File: src/rtl/ram_loader.sv
// Streams a byte block into RAM at consecutive addresses, then reads it back and compares checksums.
// One byte per cycle in both phases, so a gap-free load of N bytes runs start -> done in 2N+2 cycles. in_ready is high for the whole LOAD phase.
module ram_loader #(
  parameter int ADDR_W = 14,
  parameter int LEN_W  = 15
) (
  input  logic              clk,
  input  logic              rst_n,
  input  logic              start,
  input  logic [ADDR_W-1:0] base_addr,
  input  logic [LEN_W-1:0]  length,
  input  logic [7:0]        in_data,
  input  logic              in_valid,
  output logic              in_ready,
  output logic [ADDR_W-1:0] ADDR,
  output logic              WE,
  output logic              CS,
  output logic [7:0]        DI,
  input  logic [7:0]        DO,
  output logic              cpu_hold,
  output logic              busy,
  output logic              done,
  output logic              error,
  output logic [7:0]        checksum
);

  typedef enum logic [1:0] {IDLE, LOAD, VERIFY, FINISH} state_t;

  state_t            state_q, state_d;
  logic [ADDR_W-1:0] base_q, base_d;
  logic [LEN_W-1:0]  len_q, len_d;
  logic [LEN_W-1:0]  count_q, count_d;
  logic [7:0]        checksum_q, checksum_d;
  logic [7:0]        vsum_q, vsum_d;
  logic              error_q, error_d;
  logic              done_q, done_d;
  logic              last_byte;

  assign last_byte = (count_q == len_q - LEN_W'(1));

  always_comb begin
    state_d    = state_q;
    base_d     = base_q;
    len_d      = len_q;
    count_d    = count_q;
    checksum_d = checksum_q;
    vsum_d     = vsum_q;
    error_d    = error_q;
    done_d     = 1'b0;
    case (state_q)
      IDLE: begin
        if (start) begin
          base_d     = base_addr;
          len_d      = length;
          count_d    = '0;
          checksum_d = '0;
          vsum_d     = '0;
          error_d    = 1'b0;
          state_d    = (length == '0) ? FINISH : LOAD;
        end
      end
      LOAD: begin
        if (in_valid) begin
          checksum_d = checksum_q + in_data;
          count_d    = count_q + LEN_W'(1);
          if (last_byte) begin
            count_d = '0;
            vsum_d  = '0;
            state_d = VERIFY;
          end
        end
      end
      VERIFY: begin
        vsum_d  = vsum_q + DO;
        count_d = count_q + LEN_W'(1);
        if (last_byte) state_d = FINISH;
      end
      FINISH: begin
        done_d  = 1'b1;
        error_d = (vsum_q != checksum_q);
        state_d = IDLE;
      end
      default: state_d = IDLE;
    endcase
  end

  always_ff @(posedge clk) begin
    if (!rst_n) begin
      state_q    <= IDLE;
      base_q     <= '0;
      len_q      <= '0;
      count_q    <= '0;
      checksum_q <= '0;
      vsum_q     <= '0;
      error_q    <= 1'b0;
      done_q     <= 1'b0;
    end else begin
      state_q    <= state_d;
      base_q     <= base_d;
      len_q      <= len_d;
      count_q    <= count_d;
      checksum_q <= checksum_d;
      vsum_q     <= vsum_d;
      error_q    <= error_d;
      done_q     <= done_d;
    end
  end

  // Strobes come straight from state so start can never glitch the RAM port.
  assign in_ready = (state_q == LOAD);
  assign CS       = (state_q == LOAD) || (state_q == VERIFY);
  assign WE       = (state_q == LOAD) && in_valid;
  assign DI       = in_data;
  assign ADDR     = base_q + ADDR_W'(count_q);
  assign cpu_hold = (state_q != IDLE);
  assign busy     = CS;
  assign done     = done_q;
  assign error    = error_q;
  assign checksum = checksum_q;

endmodule
File: config.mk
export PLATFORM = sky130hd
export DESIGN_NAME = ram_loader
export DESIGN_NICKNAME = d
export VERILOG_FILES = /design/src/rtl/ram_loader.sv
export SDC_FILE = /design/constraint.sdc
export NUM_CORES = 1
export LEC_CHECK = 0
export BUFFER_PORTS_ARGS = -buffer_cell sky130_fd_sc_hd__buf_4
export CAP_MARGIN = 20
export CORE_MARGIN = 4
export CORE_UTILIZATION = 55
export CTS_BUF_LIST = sky130_fd_sc_hd__clkbuf_8
export CTS_CLUSTER_DIAMETER = 60
export DETAILED_ROUTE_END_ITERATION = 16
export PLACE_DENSITY = 0.8
export RECOVER_POWER = 50
export SETUP_SLACK_MARGIN = 0.1
export SLEW_MARGIN = 20
export SYNTH_ARGS = -nofsm -noshare
export SYNTH_HDL_FRONTEND = slang
export SYNTH_SLANG_ARGS = --single-unit
File: constraint.sdc
create_clock -name clk -period 9.4 [get_ports clk]
set_clock_uncertainty 0.2 [all_clocks]
set_input_delay 0 -clock clk [delete_from_list [all_inputs] [get_ports clk]]
set_output_delay 0 -clock clk [all_outputs]
set_load 0.005 [all_outputs]
**Word level (Yosys, flattened, before mapping)**

Cells that the tools add are included.

- Register bits: 64
- Bits of input ports: 49
- Output and inout bits: 37

- $add $sub $neg: 5
- Eq/ne operators: 9
- Multiplexer cells: 19
- Reduce and logical (&&, ||, !) cells: 14

Operators by type and width:

| kind | number |
|---|---|
| two-way mux 15 bit | 3 |
| one-hot mux 15 bit (3 select lines) | 1 |
| two-way mux 8 bit | 4 |
| one-hot mux 8 bit (3 select lines) | 1 |
| adder 8 bit | 2 |
| one-hot mux 8 bit (2 select lines) | 1 |
| adder 15 x 1 -> 15 bit, second input constant | 1 |
| == test 15 bit | 1 |
| logical NOT 15 bit | 1 |
| subtractor 15 x 1 -> 15 bit, second input constant | 1 |
| adder 14 bit | 1 |
| two-way mux 2 bit | 5 |
| != test 8 bit | 1 |
| one-hot mux 2 bit (4 select lines) | 1 |
| AND reduction 4 bit | 2 |
| != test 2 bit, second input constant | 3 |
| AND reduction 3 bit | 2 |
| nonzero test 2 bit | 3 |
| == test 2 bit, second input constant | 2 |
| AND reduction 2 bit | 2 |
| nonzero test 3 bit | 1 |
| == test 2 x 1 -> 1 bit, second input constant | 1 |
| logical NOT 2 bit | 1 |
| two-way mux 1 bit | 2 |
| other kinds (4) | 4 |

**Longest topological paths before layout**

- Depth in word-level cells: 5
- Depth in mapped cells: 13

**Worst setup path before layout**

Ideal clock, no wire load.

- Path type: register to register
- From: reg len_q[0]
- To: reg vsum_q[7]
- Setup time: 70 ps
- Data arrival time: 2976 ps
- Path slack: 6154 ps
- Stages on the path, launching flop included: 13
- Path through: dfxtp_1 > buf_6 > inv_1 > ha_1 > clkbuf_1 > or3b_2 > nor4_1 > or3_1 > a31oi_1 > o41ai_4 > nand2_4 > or4b_1 > a21oi_1

- Cells in the longest elaborated chain, start to end: 4

Ends and longest elaborated chain:

| element | RTL line | source |
|---|---|---|
| from (decl) | 31 | `logic [LEN_W-1:0] len_q, len_d;` |
| from (signal assigned) | 100 | `len_q <= len_d;` |
| subtractor 15 x 1 -> 15 bit | 39 | `assign last_byte = (count_q == len_q - LEN_W'(1));` |
| == test 15 bit | 39 |  |
| != test 2 x 1 -> 1 bit (no source line) | - |  |
| AND reduction 4 bit (no source line) | - |  |
| to (signal assigned) | 103 | `vsum_q <= vsum_d;` |
| to (decl) | 34 | `logic [7:0] vsum_q, vsum_d;` |

No other way between the ends.
A chain may end at the register's enable or synchronous reset.

**Final worst setup path**

Same ends and word-level chain as after synthesis.

==> run_results.csv <==
group,metric,value,unit
sta,fin_crit_sh,37.6,%
critical_path,crit_slowest_cell,"o41ai_4",
clocking,path_clk_slew,0.07,ns
sta,fmax,0.283,GHz
clocking,post_cts_buffers,0,
layout,areaGrowthSynthToFinish,27.4,%
global_routing,grt_pass1_vias,4235,
die,start_util,56.7,%
global_routing,grt_use_total,24.4,%
route,dr_total_vias,4360,
critical_path,r2r-start,"len_q[0]",
logic_synthesis,synthArstFlopShare,0,%
logic_synthesis,syn_avg_cell_area,8.04,µm²
logic_synthesis,synth_most_common_cell,"nand2_1",
critical_path,arrival,3.61,ns
logic_synthesis,synth_edf_count,0,
clocking,h-tree-depth,3,
sta,hold_slack,0.00272,ns
critical_path,crit_fanout,10,
critical_path,cp.required,9.47,ns
clocking,cts-root-buf,"clkbuf_8",
route,totalWireLength,11800,µm
global_routing,grt_first_pass_wirelength,19400,µm
power_and_ir_drop,power_density,184,mW/mm²
worst_hold_path,hold_depth,5,
sta,slew-limit-headroom,-2.39,%
sta,period_minus_slack,3.54,ns
global_routing,grt-ovfl-total,0,
logic_synthesis,synth_ff_type,"dfxtp_1",
sta,rsz0062_at_grt,"false",
layout,final_nets,744,
placed_design,io_buffers,85,
die,pin_count,86,
clocking,worstSkewPairLatency,0.34,ns
logic_synthesis,netlist_instances,548,
die,dieHeight,97.5,µm
power_and_ir_drop,peakVddDrop,0.000113,V
placed_design,dp_cells,706,
layout,drive_gt1_share,16.8,%
worst_hold_path,min_from,"DO[3]",
sta,slew_violations,30,
logic_synthesis,syn-cell-area,0.00441,mm²
power_and_ir_drop,report.power.total,1.04,mW
power_and_ir_drop,p_leak,2.42,nW
logic_synthesis,synth_nets,634,
status,violations,"max-capacitance violations, max-slew violations",
route,final_antenna_net_count,0,
layout,diodes,0,
die,die_area,0.00951,mm²
route,wl_per_cell,15.4,µm
placed_design,hpwl,8310,µm
die,rows,32,
critical_path,start_kind,"register",
clocking,cts_inserted_buffers,9,
logic_synthesis,synth_cell_type_count,63,
die,die_width,97.5,µm
logic_synthesis,synth_seq_cells,64,
sta,report.final.hold_viol_count,0,
layout,nFillCells,611,
critical_path,cp-startpoint,"len_q[0]",
clocking,ctsResizeCount,0,
sta,finalSetupViolCount,0,
clocking,cts_tree,"yes",
sta,fin_setup_tns,0,ns
clocking,clock_sinks,64,
layout,final_util,72.3,%
critical_path,cp.depth,10,
die,core_area,0.00777,mm²
placed_design,gp_congestion,0.842,
route,drc_errors,0,
logic_synthesis,synth.top_cell.area_share,29.1,%
logic_synthesis,yosys-top-cells-area,"dfxtp_1 29%, ha_1 9.7%, xnor2_1 7.7%",
flow_run,cap_violations,1,
logic_synthesis,synth_top_cells_by_count,"80 x nand2_1, 65 x a21oi_1, 64 x dfxtp_1",
route,drt_first_pass_iters,5,
sta,tightest_slew,1.54,ns
critical_path,cpPeakStageDelay,0.74,ns
status,outcome,"finished, violations left",
critical_path,cp_cell_sequence,"inv_1 -> ha_1 -> nor2b_1 -> or3_1 -> a31oi_1 -> nand4_2 -> o41ai_4 -> nand2_4 -> or4b_1 -> a21oi_1",
clocking,cts_max_path_buffers,2,
layout,final_cells,764,
critical_path,path_class,"reg2reg",
critical_path,critPathBufInv,1,
logic_synthesis,synth_warnings,0,
route,vias_per_cell,5.71,
global_routing,antenna_found_initial,0,
critical_path,worstSetupEndpointType,"register",
route,drt_iter0_markers,221,
logic_synthesis,ys_seq_area_share,29.1,%
critical_path,r2r.worst_path.cells,10,
critical_path,cp_top_family,"simple AND/OR/NAND/NOR gates",
clocking,cts_hold_buffers,42,
logic_synthesis,yosysTopAreaCell,"dfxtp_1",
worst_hold_path,hold_path.class,"in2reg",
global_routing,grt_max_degree,50,
[per-layer routing]
metal	track usage (%)	wire length (µm)	vias up
met5	0	0	-
met4	8.09	218	0
li1	-	-	2164
met2	43.0	5980	128
met3	4.67	561	24
met1	29.5	5000	2044
[cell usage in the layout, fill, tap and decap left out, drive strengths merged, types with 9 or more instances in the layout]
| cell | instances |
|---|---|
| nor3 | 11 |
| and3 | 9 |
| ha | 34 |
| xor2 | 12 |
| a31oi | 18 |
| dfxtp | 64 |
| nand2 | 81 |
| clkbuf | 37 |
| o21ai | 19 |
| dlygate4sd3 | 42 |
| nor2 | 32 |
| a21oi | 65 |
| xnor2 | 39 |
| nor4 | 9 |
| nand2b | 10 |
| inv | 22 |
| buf | 60 |
| nand4 | 11 |
[state kept, by name, indices dropped and copies added (netlist names)]
register	flops
base_q	14
checksum	8
count_q	15
done	1
error	1
len_q	15
state_q	2
vsum_q	8
[kinds of logic after synthesis]
| logic type | synth area share (%) |
|---|---|
| AND/OR/NAND/NOR | 23.3 |
| AO/OA/AOI/OAI | 19.7 |
| adder cells (fa/ha/maj) | 11.0 |
| flip-flops | 29.1 |
| XOR/XNOR | 10.1 |
| multiplexers | 1.36 |
| buffers and inverters | 5.48 |
[power breakdown]
part	internal (mW)	switching [mW]	total, mW
Sequential	0.305	0.0405	0.346
Combinational	0.201	0.254	0.455
Clock	0.126	0.109	0.235
[tightest hold or removal path: cells and delay by family]
kind / cells / cell delay, ns
buffers and inverters: 1 / 0.08
and+or+nand+nor: 1 / 0.08
adders and majority gates: 1 / 0.18
AOI/OAI and AO/OA: 1 / 0.06
xor gates and xnor gates: 1 / 0.09
[per-stage QoR]
step                setup slack (ns)  area, µm²
floorplan                       6.15       4410
global placement                6.03       5020
detailed placement              5.87       5020
CTS                             5.88       5630
global route                    5.58       5620
finish                          5.86       5620
[area by class of cell]
cell class | instances | area, µm² | area share [%]
Multi-Input combinational cell | 433 | 2890 | 51.4
Clock buffer | 10 | 138 | 2.45
Clock inverter | 5 | 48.8 | 0.869
Inverter | 21 | 78.8 | 1.40
Tap cell | 102 | 128 | 2.27
Sequential cell | 64 | 1280 | 22.8
Timing Repair Buffer | 129 | 1060 | 18.8
[worst paths after layout]
check | endpoint | slack, ns
worst max register to register | vsum_q[7] | 5.86
worst min-delay path | vsum_q[3] | 0.003
worst min register to register | base_q[2] | 0.27
worst max-delay path | vsum_q[7] | 5.86
Note: power is estimated with default switching activity, not from simulation.
